File: config.mk
export PLATFORM = sky130hd
export DESIGN_NAME = mem_port_arbiter
export DESIGN_NICKNAME = d
export VERILOG_FILES = /design/src/rtl/mem_port_arbiter.sv
export SDC_FILE = /design/constraint.sdc
export NUM_CORES = 1
export LEC_CHECK = 0
export BUFFER_PORTS_ARGS = -buffer_cell sky130_fd_sc_hd__buf_2
export CAP_MARGIN = 10
export CORE_AREA = 2 2 113 115
export DETAILED_ROUTE_END_ITERATION = 8
export DIE_AREA = 0 0 115 117
export PLACE_DENSITY_LB_ADDON = 0.2
export SYNTH_ARGS = -nofsm -noshare
export SYNTH_HDL_FRONTEND = slang
export SYNTH_SLANG_ARGS = --single-unit
File: constraint.sdc
create_clock -name clk -period 4.1 [get_ports clk]
set_input_delay 0.205 -clock clk [delete_from_list [all_inputs] [get_ports clk]]
set_output_delay 0.205 -clock clk [all_outputs]
set_load 0.03 [all_outputs]
File: src/rtl/mem_port_arbiter.sv
// Single memory port shared by fetch (I) and data (D) requesters, data-first with a fetch starvation guard.
// Optional per-transaction watchdog abort is built when MEM_ARB_TIMEOUT_EN is defined.
module mem_port_arbiter #(
    parameter int unsigned ADDR_W       = 32,
    parameter int unsigned DATA_W       = 32,
    parameter int unsigned STARVE_LIMIT = 4,
    parameter int unsigned TIMEOUT      = 64
) (
    input  logic              clk,
    input  logic              reset_n,
    input  logic              i_req,
    input  logic [ADDR_W-1:0] i_addr,
    output logic              i_ack,
    output logic [DATA_W-1:0] i_rdata,
    input  logic              d_req,
    input  logic              d_we,
    input  logic [ADDR_W-1:0] d_addr,
    input  logic [DATA_W-1:0] d_wdata,
    output logic              d_ack,
    output logic [DATA_W-1:0] d_rdata,
    output logic              i_stall,
    output logic              d_stall,
    output logic              mem_req,
    output logic              mem_we,
    output logic [ADDR_W-1:0] mem_addr,
    output logic [DATA_W-1:0] mem_wdata,
    input  logic [DATA_W-1:0] mem_rdata,
    input  logic              mem_ready,
    output logic              err
);

    localparam int unsigned STREAK_W = 4;

    typedef enum logic [1:0] {
        IDLE   = 2'd0,
        BUSY_I = 2'd1,
        BUSY_D = 2'd2
    } state_e;

    state_e              state_q, state_d;
    logic [STREAK_W-1:0] streak_q, streak_d;
    logic                mem_req_q, mem_req_d;
    logic                mem_we_q, mem_we_d;
    logic [ADDR_W-1:0]   mem_addr_q, mem_addr_d;
    logic [DATA_W-1:0]   mem_wdata_q, mem_wdata_d;
    logic                i_ack_q, i_ack_d;
    logic                d_ack_q, d_ack_d;
    logic [DATA_W-1:0]   i_rdata_q, i_rdata_d;
    logic [DATA_W-1:0]   d_rdata_q, d_rdata_d;

    logic elig_fetch, elig_data;
    logic grant_fetch, grant_data;
    logic busy, done, timeout;

    // A port is not eligible in its own ack cycle, so a held request cannot re-issue.
    assign elig_fetch = i_req & ~i_ack_q;
    assign elig_data  = d_req & ~d_ack_q;
    assign busy       = (state_q != IDLE);
    assign done       = busy & mem_ready;

    always_comb begin
        grant_fetch = 1'b0;
        grant_data  = 1'b0;
        if (state_q == IDLE) begin
            if (elig_data && !(elig_fetch && (streak_q == STREAK_W'(STARVE_LIMIT)))) begin
                grant_data = 1'b1;
            end else if (elig_fetch) begin
                grant_fetch = 1'b1;
            end
        end
    end

`ifdef MEM_ARB_TIMEOUT_EN
    localparam int unsigned CNT_W = $clog2(TIMEOUT + 1);

    logic [CNT_W-1:0] cnt_q, cnt_d;
    logic             err_q;

    // Abort on the TIMEOUT-th busy cycle that sees no mem_ready.
    assign timeout = busy & ~mem_ready & (cnt_q == CNT_W'(TIMEOUT - 1));

    always_comb begin
        cnt_d = cnt_q;
        if (grant_fetch || grant_data) begin
            cnt_d = '0;
        end else if (busy && !mem_ready) begin
            cnt_d = cnt_q + CNT_W'(1);
        end
    end

    always_ff @(posedge clk or negedge reset_n) begin
        if (!reset_n) begin
            cnt_q <= '0;
            err_q <= 1'b0;
        end else begin
            cnt_q <= cnt_d;
            err_q <= timeout;
        end
    end

    assign err = err_q;
`else
    logic [31:0] unused_timeout;
    assign unused_timeout = 32'(TIMEOUT);
    assign timeout        = 1'b0;
    assign err            = 1'b0;
`endif

    always_ff @(posedge clk or negedge reset_n) begin
        if (!reset_n) begin
            state_q <= IDLE;
        end else begin
            state_q <= state_d;
        end
    end

    always_comb begin
        state_d = state_q;
        case (state_q)
            IDLE: begin
                if (grant_data) begin
                    state_d = BUSY_D;
                end else if (grant_fetch) begin
                    state_d = BUSY_I;
                end
            end
            BUSY_I, BUSY_D: begin
                if (done || timeout) begin
                    state_d = IDLE;
                end
            end
            default: state_d = IDLE;
        endcase
    end

    // Next values of the registered memory-side, ack and read-data outputs.
    always_comb begin
        mem_req_d   = mem_req_q;
        mem_we_d    = mem_we_q;
        mem_addr_d  = mem_addr_q;
        mem_wdata_d = mem_wdata_q;
        i_ack_d     = 1'b0;
        d_ack_d     = 1'b0;
        i_rdata_d   = i_rdata_q;
        d_rdata_d   = d_rdata_q;
        streak_d    = streak_q;

        if (grant_data) begin
            mem_req_d   = 1'b1;
            mem_we_d    = d_we;
            mem_addr_d  = d_addr;
            mem_wdata_d = d_wdata;
            if (!elig_fetch) begin
                streak_d = '0;
            end else if (streak_q != '1) begin
                streak_d = streak_q + STREAK_W'(1);
            end
        end else if (grant_fetch) begin
            mem_req_d  = 1'b1;
            mem_we_d   = 1'b0;
            mem_addr_d = i_addr;
            streak_d   = '0;
        end

        if (done) begin
            mem_req_d = 1'b0;
            mem_we_d  = 1'b0;
            if (state_q == BUSY_I) begin
                i_ack_d   = 1'b1;
                i_rdata_d = mem_rdata;
            end else begin
                d_ack_d = 1'b1;
                if (!mem_we_q) begin
                    d_rdata_d = mem_rdata;
                end
            end
        end else if (timeout) begin
            mem_req_d = 1'b0;
            mem_we_d  = 1'b0;
        end
    end

    always_ff @(posedge clk or negedge reset_n) begin
        if (!reset_n) begin
            mem_req_q   <= 1'b0;
            mem_we_q    <= 1'b0;
            mem_addr_q  <= '0;
            mem_wdata_q <= '0;
            i_ack_q     <= 1'b0;
            d_ack_q     <= 1'b0;
            i_rdata_q   <= '0;
            d_rdata_q   <= '0;
            streak_q    <= '0;
        end else begin
            mem_req_q   <= mem_req_d;
            mem_we_q    <= mem_we_d;
            mem_addr_q  <= mem_addr_d;
            mem_wdata_q <= mem_wdata_d;
            i_ack_q     <= i_ack_d;
            d_ack_q     <= d_ack_d;
            i_rdata_q   <= i_rdata_d;
            d_rdata_q   <= d_rdata_d;
            streak_q    <= streak_d;
        end
    end

    assign mem_req   = mem_req_q;
    assign mem_we    = mem_we_q;
    assign mem_addr  = mem_addr_q;
    assign mem_wdata = mem_wdata_q;
    assign i_ack     = i_ack_q;
    assign d_ack     = d_ack_q;
    assign i_rdata   = i_rdata_q;
    assign d_rdata   = d_rdata_q;
    assign i_stall   = i_req & ~i_ack_q;
    assign d_stall   = d_req & ~d_ack_q;

endmodule

Word level (Yosys, flattened, before mapping)
Index checks and enable logic that the tools add are counted.
- logic and storage cells: 62
- flip-flop bits (word level): 138
- RAM bits: 0
- bits in read-only memories: 0
- bits in latches: 0
- input bits: 134
- memories: 0
- bitwise gates (word level): 7
- divide/modulo/power cells: 0
- equality and inequality tests: 7
- multiply operators: 0
- reduce and logical (&&, ||, !) cells: 12
- add/subtract/negate cells: 1
- muxes and demuxes: 25
- order comparisons: 0
- shift-type cells: 0
- operator list (kind ; number):
    32-bit two-way mux ; 2
    4-bit two-way mux ; 4
    1-bit two-way mux ; 15
    2-bit two-way mux ; 3
    2-bit AND reduction ; 3
    4-bit by 1-bit adder with 4-bit output (second input constant) ; 1
    4-bit by 3-bit equality test with 1-bit output (second input constant) ; 1
    4-bit != test (second input constant) ; 1
    1-bit NOT ; 4
    2-bit case mux with 2 select lines ; 1
    2-bit nonzero test ; 2
    1-bit bitwise AND ; 3
    3-bit by 2-bit != test with 1-bit output (second input constant) ; 1
    3-bit != test (second input constant) ; 1
    3-bit AND reduction ; 1
    3-bit nonzero test ; 1
    2-bit by 1-bit equality test with 1-bit output (second input constant) ; 1
    2-bit equality test (second input constant) ; 1
    1-bit logical AND ; 2
    2-bit zero test ; 1
    2-bit != test (second input constant) ; 1
    2-bit OR reduction ; 1
    1-bit zero test ; 1

Logic depth before layout (Yosys ltp)
Gate-level depths: netlist of the first run.
- depth in word-level cells: 10
- mapped depth: 7

Worst setup path after synthesis of the first run
Ideal clock, no wire load.
- kind: reg-to-reg
- from: register d_ack_q, in the netlist d_ack
- to: register mem_addr_q[23], in the netlist mem_addr[23]
- stages on the path, launching flop included: 8
- setup time: 142 ps
- setup slack: 2392 ps
- clock period less this slack: 1708 ps
- data arrival time: 1566 ps
- path through: dfrtp_1 -> nand2b_2 -> inv_1 -> o21ai_1 -> buf_2 -> buf_2 -> nand2_1 -> o2111ai_1
- cells in the longest elaborated chain, start to end: 6
- ends and longest elaborated chain (element ; RTL line ; source):
    start, declared ; 47 ; logic d_ack_q, d_ack_d;
    start signal, assigned ; 200 ; d_ack_q <= d_ack_d;
    1-bit NOT * ; -- ;
    1-bit bitwise AND * ; -- ;
    via d_stall ; 22 ; output logic d_stall,
    1-bit logical AND * ; 65 ; if (elig_data && !(elig_fetch && (streak_q == STREAK_W'(STARVE_LIMIT)))) begin
    1-bit two-way mux ; 65 ;
    1-bit two-way mux ; 64 ; if (state_q == IDLE) begin
    32-bit two-way mux or 2-bit nonzero test (tied branches) ; -- ;
    end signal, assigned ; 197 ; mem_addr_q <= mem_addr_d;
    end, declared ; 44 ; logic [ADDR_W-1:0] mem_addr_q, mem_addr_d;
The timed path passes the listed nets; every way through them passes the cells marked *.
A chain may end at the register's enable or synchronous reset.

Worst setup path after layout of the first run
- from: register streak_q[0]
- to: register mem_wdata_q[29], in the netlist mem_wdata[29]
- cells in the longest elaborated chain, start to end: 6
- ends and longest elaborated chain (element ; RTL line ; source):
    start, declared ; 41 ; logic [STREAK_W-1:0] streak_q, streak_d;
    start signal, assigned ; 203 ; streak_q <= streak_d;
    4-bit by 3-bit equality test with 1-bit output ; 65 ;
    1-bit logical AND ; 65 ;
    1-bit zero test ; 65 ;
    1-bit logical AND ; 65 ;
    1-bit two-way mux ; 65 ;
    1-bit two-way mux ; 64 ;
    end signal, assigned ; 198 ; mem_wdata_q <= mem_wdata_d;
    end, declared ; 45 ; logic [DATA_W-1:0] mem_wdata_q, mem_wdata_d;
No other way between the ends.

==> results of run 1 <==
registers in the layout, summed over array words and instances, names as in the netlist:
signal     cells
d_ack          1
d_rdata       32
i_ack          1
i_rdata       32
mem_addr      32
mem_req        1
mem_wdata     32
mem_we         1
state_q        2
streak_q       4
how the worst min path moves through the flow:
stage | startpoint | end | slack (ns)
2_1_floorplan | reset_n | d_ack | -0.09
3_3_place_gp | reset_n | mem_addr[17] | 0.36
3_5_place_dp | reset_n | mem_addr[17] | 0.37
4_1_cts | d_wdata[25] | mem_wdata[25] | 0.002
5_1_grt | d_wdata[18] | mem_wdata[18] | 0.005
6_report | d_wdata[15] | mem_wdata[15] | 0.02
cells by family after synthesis:
logic type      synth area share, %
compound gates                 10.1
mux                            19.0
fa+ha+maj                     0.815
buf+inv                        3.77
simple gates                   10.1
flops                          56.2
other cells                  0.0610
cells in the mapped netlist (2+ instances only):
master     instances
o21ai_0            4
mux2_4            20
nand3_1           68
inv_1              8
nor2_1             6
o2111ai_1         32
mux2_1            10
dfrtp_1          138
buf_4              5
a22oi_1           34
buf_2             14
ha_1               4
and3_1             2
mux2_2            66
and3b_1            2
buf_6              3
clkbuf_1          15
nand2_1           38
layout make-up:
cell class	count	area, sq um	share of cell area (%)
flip-flops and latches	138	3450	42.3
multi-input cells	304	2470	30.2
clock inverters	7	92.6	1.13
repair buffers	281	1460	17.8
clock buffers	24	472	5.78
well taps	150	188	2.30
inverters	9	33.8	0.414
routing by layer:
metal	track usage [%]	part of all wire, %
met1	31.5	39
met2	41.8	50
met3	8.39	9.3
met4	9.40	1.8
met5	0	0
critical path, stage by stage (launching register included):
cell	delay [ns]
dfrtp_1	0.42
inv_1	0.07
ha_1	0.23
nand3b_4	0.38
o21ai_4	0.79
buf_4	0.41
mux2_4	0.33
timing repair:
action | CTS | global route
hold buffers | 4 | 0
endpoints found under the hold margin | 102 | 0
setup endpoints to repair | 0 | 0
report_power, final:
| part | total (mW) | leakage [nW] | switching, mW | internal, mW |
|---|---|---|---|---|
| clock network | 1.47 | 0.266 | 0.548 | 0.921 |
| registers | 2.40 | 1.66 | 0.358 | 2.04 |
| logic | 3.65 | 2.08 | 2.40 | 1.25 |
| total | 7.51 | 4.00 | 3.30 | 4.21 |
==> results.toml, run 1 <==
[status]
status = "complete, no violations"

[timing]
fin_setup_tns_ns = 0
holdWs_ns = 0.0178
setup_slack_ns = 1.32
period_minus_slack_ns = 2.78
period_share_pct = 67.8
slew_headroom_pct = 38.1
rsz0062_at_grt = "false"
setup_viol = 0
drv_slew = 0
skew_ns = 0.00700
tightest_slew_ns = 0.928
max_freq_mhz = 360
timing.final.hold_violations = 0

[yosys]
syn-cell-area_sq_um = 6140
synth_warnings = 0
yosys.area.top_type = "dfrtp_1"
syn_nets = 626
synth_top_area_share_pct = 56.2
synth.distinct_cells = 37
synthCells = 488
ys.flop_type = "dfrtp_1"
ys_seq_area_share_pct = 56.2
synth-edff-count = 0
synth_area_leaders = "dfrtp_1, mux2_2, nand3_1"
synth-seq-cells = 138
synth_area_per_cell_sq_um = 12.6
ys_async_sr_fraction_pct = 100

[cts]
cts.sinks = 138
cts_buffers = 17
root_buffer = "clkbuf_16"
cts_tree = "done"
cts_setup_buffers = 0
htree_levels = 4
cts_resized = 0
cts_buffer_depth = 2
cts.clk_slew.worst_paths_ns = 0.06
worst_skew_pair.late_latency_ns = 0.42

[setup_path]
crit_type = "reg -> reg"
crit_path_end = "mem_wdata[29]"
reg2reg_depth = 6
crit_arrival_ns = 3.08
crit_fanout = 34
cp-start-kind = "flop"
rrSetupSlack_ns = 1.32
r2r_end = "mem_wdata[29]"
required_ns = 4.40
cp-startpoint = "streak_q[0]"
end_kind = "flop"
r2r-start = "streak_q[0]"

[power]
vdd_drop_max_v = 0.000500
power.total_mw = 7.51
p_per_area_nw_per_um2 = 920
p_leak_nw = 4.00

[routing]
drtIter0Drc = 376
drtAntennaViolNets = 0
via_count = 5164
routedWlPerCell_microns = 18.5
totalWireLength_mm = 16.9
vias_per_cell = 5.66
firstDrtPassIters = 5
drc = 0

[place]
dpl_cell_area_sq_um = 7560
port_buffers = 267
gp_congestion = 0.855
place_worst_setup_slack_ns = 1.36
dpl.hpwl_mm = 11.9
dp_cells = 878

[floorplan]
row_count = 41
initial_utilization_pct = 49.9
die_width_microns = 115
dieArea_sq_um = 13500
die_h_microns = 117
core-area_sq_um = 12300
io_pins = 269

[global_route]
grt_usage_pct = 25.4
grt_pass1_vias = 5158
grt_max_degree = 101
grt_first_pass_wirelength_mm = 26.3
grt_overflow = 0
antenna_found_initial = 0

[cells_and_area]
fin_cells = 913
area_growth_pct = 32.9
final_util_pct = 66.3
fin_area_sq_um = 8170
n_antenna_cell = 0
drive_above_1_share_pct = 52.4
layout_common_cells = "buf_2, dfrtp_1, nand3_1"
fillCellCount = 932
final_common_cell = "buf_2"
nets = 889

[flow_run]
cap_violations = 0

[min_path]
hold_class = "in -> reg"
hold_depth = 2
Power figures use the tool's default switching activity.
==> run 2: changes to the inputs <==
--- a/config.mk
+++ b/config.mk
@@ -7,9 +7,9 @@
 export LEC_CHECK = 0
 export BUFFER_PORTS_ARGS = -buffer_cell sky130_fd_sc_hd__buf_2
 export CAP_MARGIN = 10
-export CORE_AREA = 2 2 113 115
+export CORE_AREA = 2 2 117 119
 export DETAILED_ROUTE_END_ITERATION = 8
-export DIE_AREA = 0 0 115 117
+export DIE_AREA = 0 0 119 121
 export PLACE_DENSITY_LB_ADDON = 0.2
 export SYNTH_ARGS = -nofsm -noshare
 export SYNTH_HDL_FRONTEND = slang
==> constraint.sdc (replaced) <==
create_clock -name clk -period 2.7 [get_ports clk]
set_input_delay 0.135 -clock clk [delete_from_list [all_inputs] [get_ports clk]]
set_output_delay 0.135 -clock clk [all_outputs]
set_load 0.03 [all_outputs]
==> results.toml, run 2 (synthesized netlist as in run 1, its figures left out) <==
[status]
status = "complete, no violations"

[timing]
drv_slew = 0
holdWs_ns = 0.0153
slew_headroom_pct = 61.6
tightest_slew_ns = 0.576
setup_viol = 0
fin_setup_tns_ns = 0
period_share_pct = 92.3
period_minus_slack_ns = 2.49
timing.final.hold_violations = 0
max_freq_mhz = 401
skew_ns = 0.0104
rsz0062_at_grt = "false"

[power]
p_per_area_nw_per_um2 = 1290
p_switching_mw = 5.13
p_leak_nw = 4.47
clock_power_share_pct = 20.7
switching_share_pct = 42.8
power.total_mw = 12.0
internal_power_mw = 6.84
vdd_drop_max_v = 0.000807
seq_power_share_pct = 30.7
combPwrFrac_pct = 48.6

[min_path]
hold_depth = 3
hold_class = "in -> reg"
min-delay-start = "d_addr[22]"
hold_end = "mem_addr[22]"

[floorplan]
die_width_microns = 119
core-area_sq_um = 13100
row_count = 42
dieArea_sq_um = 14400
die_h_microns = 121
initial_utilization_pct = 46.9
io_pins = 269

[global_route]
grt_pass1_vias = 5938
grt_overflow = 0
grt_first_pass_wirelength_mm = 29.6
grt_usage_pct = 26.0
grt_max_degree = 63
antenna_found_initial = 1

[cells_and_area]
area_growth_pct = 50.6
layout_common_cells = "buf_2, dfrtp_1, dlygate4sd3_1"
n_antenna_cell = 0
final_common_cell = "buf_2"
drive_above_1_share_pct = 47.5
fin_area_sq_um = 9250
fin_cells = 1035
nets = 986

[routing]
drtAntennaViolNets = 0
totalWireLength_mm = 18.7
via_count = 5636
vias_per_cell = 5.45
firstDrtPassIters = 6
routedWlPerCell_microns = 18.0
drtIter0Drc = 333
drc = 0

[cts]
cts_buffer_depth = 2
cts_resized = 0
cts.sinks = 138
cts.clk_slew.worst_paths_ns = 0.05
cts_buffers = 17
htree_levels = 4
cts_tree = "done"
root_buffer = "clkbuf_16"
worst_skew_pair.late_latency_ns = 0.41

[setup_path]
reg2reg_depth = 9
required_ns = 3.04
cp-start-kind = "flop"
crit_type = "reg -> reg"
rrSetupSlack_ns = 0.21
end_kind = "flop"
r2r-start = "state_q[1]"
r2r_end = "mem_addr[27]"
crit_arrival_ns = 2.83
crit_fanout = 34

[place]
port_buffers = 267
gp_congestion = 0.818
dpl_cell_area_sq_um = 7660
dp_cells = 909
dpl.hpwl_mm = 12.0

[flow_run]
cap_violations = 0
run 2: worst max-delay path: stages (launching register included):
cell	delay, ns
dfrtp_1	0.36
inv_1	0.10
ha_1	0.29
inv_2	0.08
buf_4	0.26
nor2_2	0.14
buf_4	0.33
nand3_1	0.12
o2111ai_1	0.11
dlygate4sd3_1	0.59
run 2: worst max-delay path by stage:
stage,startpoint,to,slack [ns]
CTS,state_q[1],mem_addr[17],0.27
finish,state_q[1],mem_addr[27],0.21
global route,state_q[1],mem_addr[27],0.05
floorplan,d_ack,mem_addr[23],0.99
global placement,state_q[0],mem_wdata[19],0.81
detailed placement,state_q[0],mem_wdata[22],0.75
run 2: cell type report:
class	count	area [sq um]
Fill cell	947	3830
Sequential cell	138	3450
Multi-Input combinational cell	304	2470
Timing Repair Buffer	378	2440
Clock buffer	23	498
Tap cell	176	220
Clock inverter	7	138
Inverter	9	33.8
run 2: repair_timing:
item                                   in CTS  in global routing
buffers inserted                            0                  0
hold buffers                               96                  0
endpoints found under the hold margin     181                  0
run 2: metrics by stage:
| step | setup WS (ns) | util (%) |
|---|---|---|
| finish | 0.208 | 70.7 |
| global route | 0.0532 | 70.7 |
| CTS | 0.272 | 70.7 |
| detailed placement | 0.747 | 58.5 |
| global placement | 0.813 | 58.5 |
| floorplan | 0.992 | - |
run 2: power groups by stage:
stage	logic, mW	clock network (mW)	registers (mW)
finish	5.82	2.48	3.67
global placement	5.50	0	3.61
detailed placement	5.61	0	3.66
CTS	5.80	2.53	3.66
global route	6.15	2.64	3.79
floorplan	1.91	0	5.60
run 2: per-layer routing:
metal,GRT usage [%],wire length (microns),vias up
li1,-,-,2521
met1,30.1,7160,2751
met2,44.2,9290,318
met3,9.02,1710,44
met4,10.8,486,2
met5,0,12,-
==> run 3: changes to the inputs <==
--- a/config.mk
+++ b/config.mk
@@ -10,7 +10,9 @@
 export CORE_AREA = 2 2 117 119
 export DETAILED_ROUTE_END_ITERATION = 8
 export DIE_AREA = 0 0 119 121
+export MAX_ROUTING_LAYER = met4
 export PLACE_DENSITY_LB_ADDON = 0.2
+export REMOVE_ABC_BUFFERS = 1
 export SYNTH_ARGS = -nofsm -noshare
 export SYNTH_HDL_FRONTEND = slang
 export SYNTH_SLANG_ARGS = --single-unit
==> results.toml, run 3 (synthesized netlist as in run 1, its figures left out) <==
[cells_and_area]
area_growth_pct = 53.0
layout_common_cells = "buf_2, dfrtp_1, dlygate4sd3_1"
nets = 1002
regArea_sq_um = 3450
final_common_cell = "buf_2"
drive_above_1_share_pct = 46.8
fillCellCount = 908
n_antenna_cell = 0
multiInputGateArea_sq_um = 2470

[setup_path]
slowest_stage = "dlygate4sd3_1"
cp_top_family = "buffers and inverters"
worst-path-stages = 9
crit_fanout = 34
cp-start-kind = "flop"
reg2reg_depth = 9
cp-startpoint = "state_q[0]"
crit_chain = "inv_1 > ha_1 > inv_2 > buf_4 > nor2_2 > buf_4 > nand3_1 > o2111ai_1 > dlygate4sd3_1"
end_kind = "flop"
path_buf_inv = 5
required_ns = 3.05
critical-path-max-stage-delay_ns = 0.58
path_common_cell = "buf_4"
crit_type = "reg -> reg"
crit_arrival_ns = 2.84
r2r-start = "state_q[0]"

[timing]
tightest_slew_ns = 0.811
timing.final.hold_violations = 0
skew_ns = 0.00862
max_freq_mhz = 401
slew_headroom_pct = 45.8
period_share_pct = 92.3
drv_slew = 0
fin_setup_tns_ns = 0
setup_viol = 0
rsz0062_at_grt = "false"
period_minus_slack_ns = 2.49

[power]
seq_power_share_pct = 30.3
switching_share_pct = 42.9
internal_power_mw = 6.89
clock_power_share_pct = 20.3
p_per_area_nw_per_um2 = 1280
combPwrFrac_pct = 49.4
vdd_drop_max_v = 0.000902
power.total_mw = 12.1
p_switching_mw = 5.18
p_leak_nw = 4.52

[global_route]
grt_overflow = 0
grt_first_pass_wirelength_mm = 29.7
antenna_found_initial = 0
grt_usage_pct = 26.9
grt_max_degree = 63
grt_pass1_vias = 6053

[routing]
drc = 0
drtAntennaViolNets = 0
via_count = 5712
firstDrtPassIters = 5
vias_per_cell = 5.42
routedWlPerCell_microns = 17.9
totalWireLength_mm = 18.9
drtIter0Drc = 395

[cts]
root_buffer = "clkbuf_16"
cts.clk_slew.worst_paths_ns = 0.06
cts_resized = 0
htree_levels = 4
cts_buffers = 17
worst_skew_pair.late_latency_ns = 0.41
cts_buffer_depth = 2
cts_tree = "done"
cts.sinks = 138

[floorplan]
io_pins = 269
row_count = 42
dieArea_sq_um = 14400
initial_utilization_pct = 46.9
die_width_microns = 119
die_h_microns = 121
core-area_sq_um = 13100

[min_path]
min-delay-start = "i_addr[22]"
hold_class = "in -> reg"
hold_depth = 3

[place]
gp_congestion = 0.769
dpl.hpwl_mm = 11.4
port_buffers = 267

[flow_run]
cap_violations = 0

[status]
status = "complete, no violations"
==> run 3: cell count changes in the layout (fill, tap and decap cells not counted), sizes merged <==
| cell | before | now |
|---|---|---|
| dlygate4sd3 | 96 | 112 |
| clkinvlp | 1 | 3 |
| bufinv | 4 | 3 |
| inv | 9 | 10 |
==> run 3: per-stage QoR <==
step                      cell area [sq um]  hold WS, ns  worst slack, ns  cells  utilization [%]
after CTS                              9400     0.000881            0.238   1053             71.8
after detailed placement               7640        0.170            0.447    909             58.4
after floorplan                        5950       -0.161           0.0701    451                -
after global placement                 7640        0.165            0.523    909             58.4
after global routing                   9400       0.0150           0.0408   1053             71.8
final                                  9400       0.0150            0.207   1053             71.8
==> run 3: final cells by class <==
type	instances	share of cell area, %
multi-input combinational	304	26.3
timing repair buffer	394	27.5
sequential	138	36.7
clock inverter	9	1.44
clock buffer	23	5.30
inverter	9	0.359
tap	176	2.34
==> run 3: timing repair <==
| action | CTS | global route |
|---|---|---|
| endpoints found under the hold margin | 186 | 0 |
| hold buffers | 112 | 0 |
| buffers inserted | 0 | 0 |
==> run 3: power groups by stage <==
| stage | registers (mW) | logic (mW) | clock network (mW) |
|---|---|---|---|
| final | 3.66 | 5.96 | 2.45 |
| after global routing | 3.77 | 6.28 | 2.59 |
| after CTS | 3.63 | 5.92 | 2.49 |
| after detailed placement | 3.64 | 5.57 | 0 |
| after global placement | 3.59 | 5.46 | 0 |
| after floorplan | 5.60 | 1.80 | 0 |
==> run 3: layer usage <==
layer	wire, microns	track usage (%)
met5	0	-
met4	403	10.6
met3	1270	5.64
met2	9660	45.9
met1	7550	31.3
==> run 3: worst paths after layout <==
| kind | end | slack [ns] |
|---|---|---|
| min in group asynchronous | mem_wdata[27] | 0.29 |
| max in group asynchronous | mem_addr[3] | 1.68 |
| setup / recovery | mem_addr[14] | 0.21 |
| hold / removal | mem_addr[22] | 0.01 |
| setup reg to reg | mem_addr[14] | 0.21 |
| hold reg to reg | d_rdata[6] | 0.48 |
==> run 3: worst register-to-register path: cells and delay by family, from the launching register on <==
kind | cells | cell delay, ns
buffers and inverters | 5 | 1.34
adders and majority gates | 1 | 0.28
AOI/OAI and AO/OA | 1 | 0.12
DFF | 1 | 0.38
and+or+nand+nor | 2 | 0.29
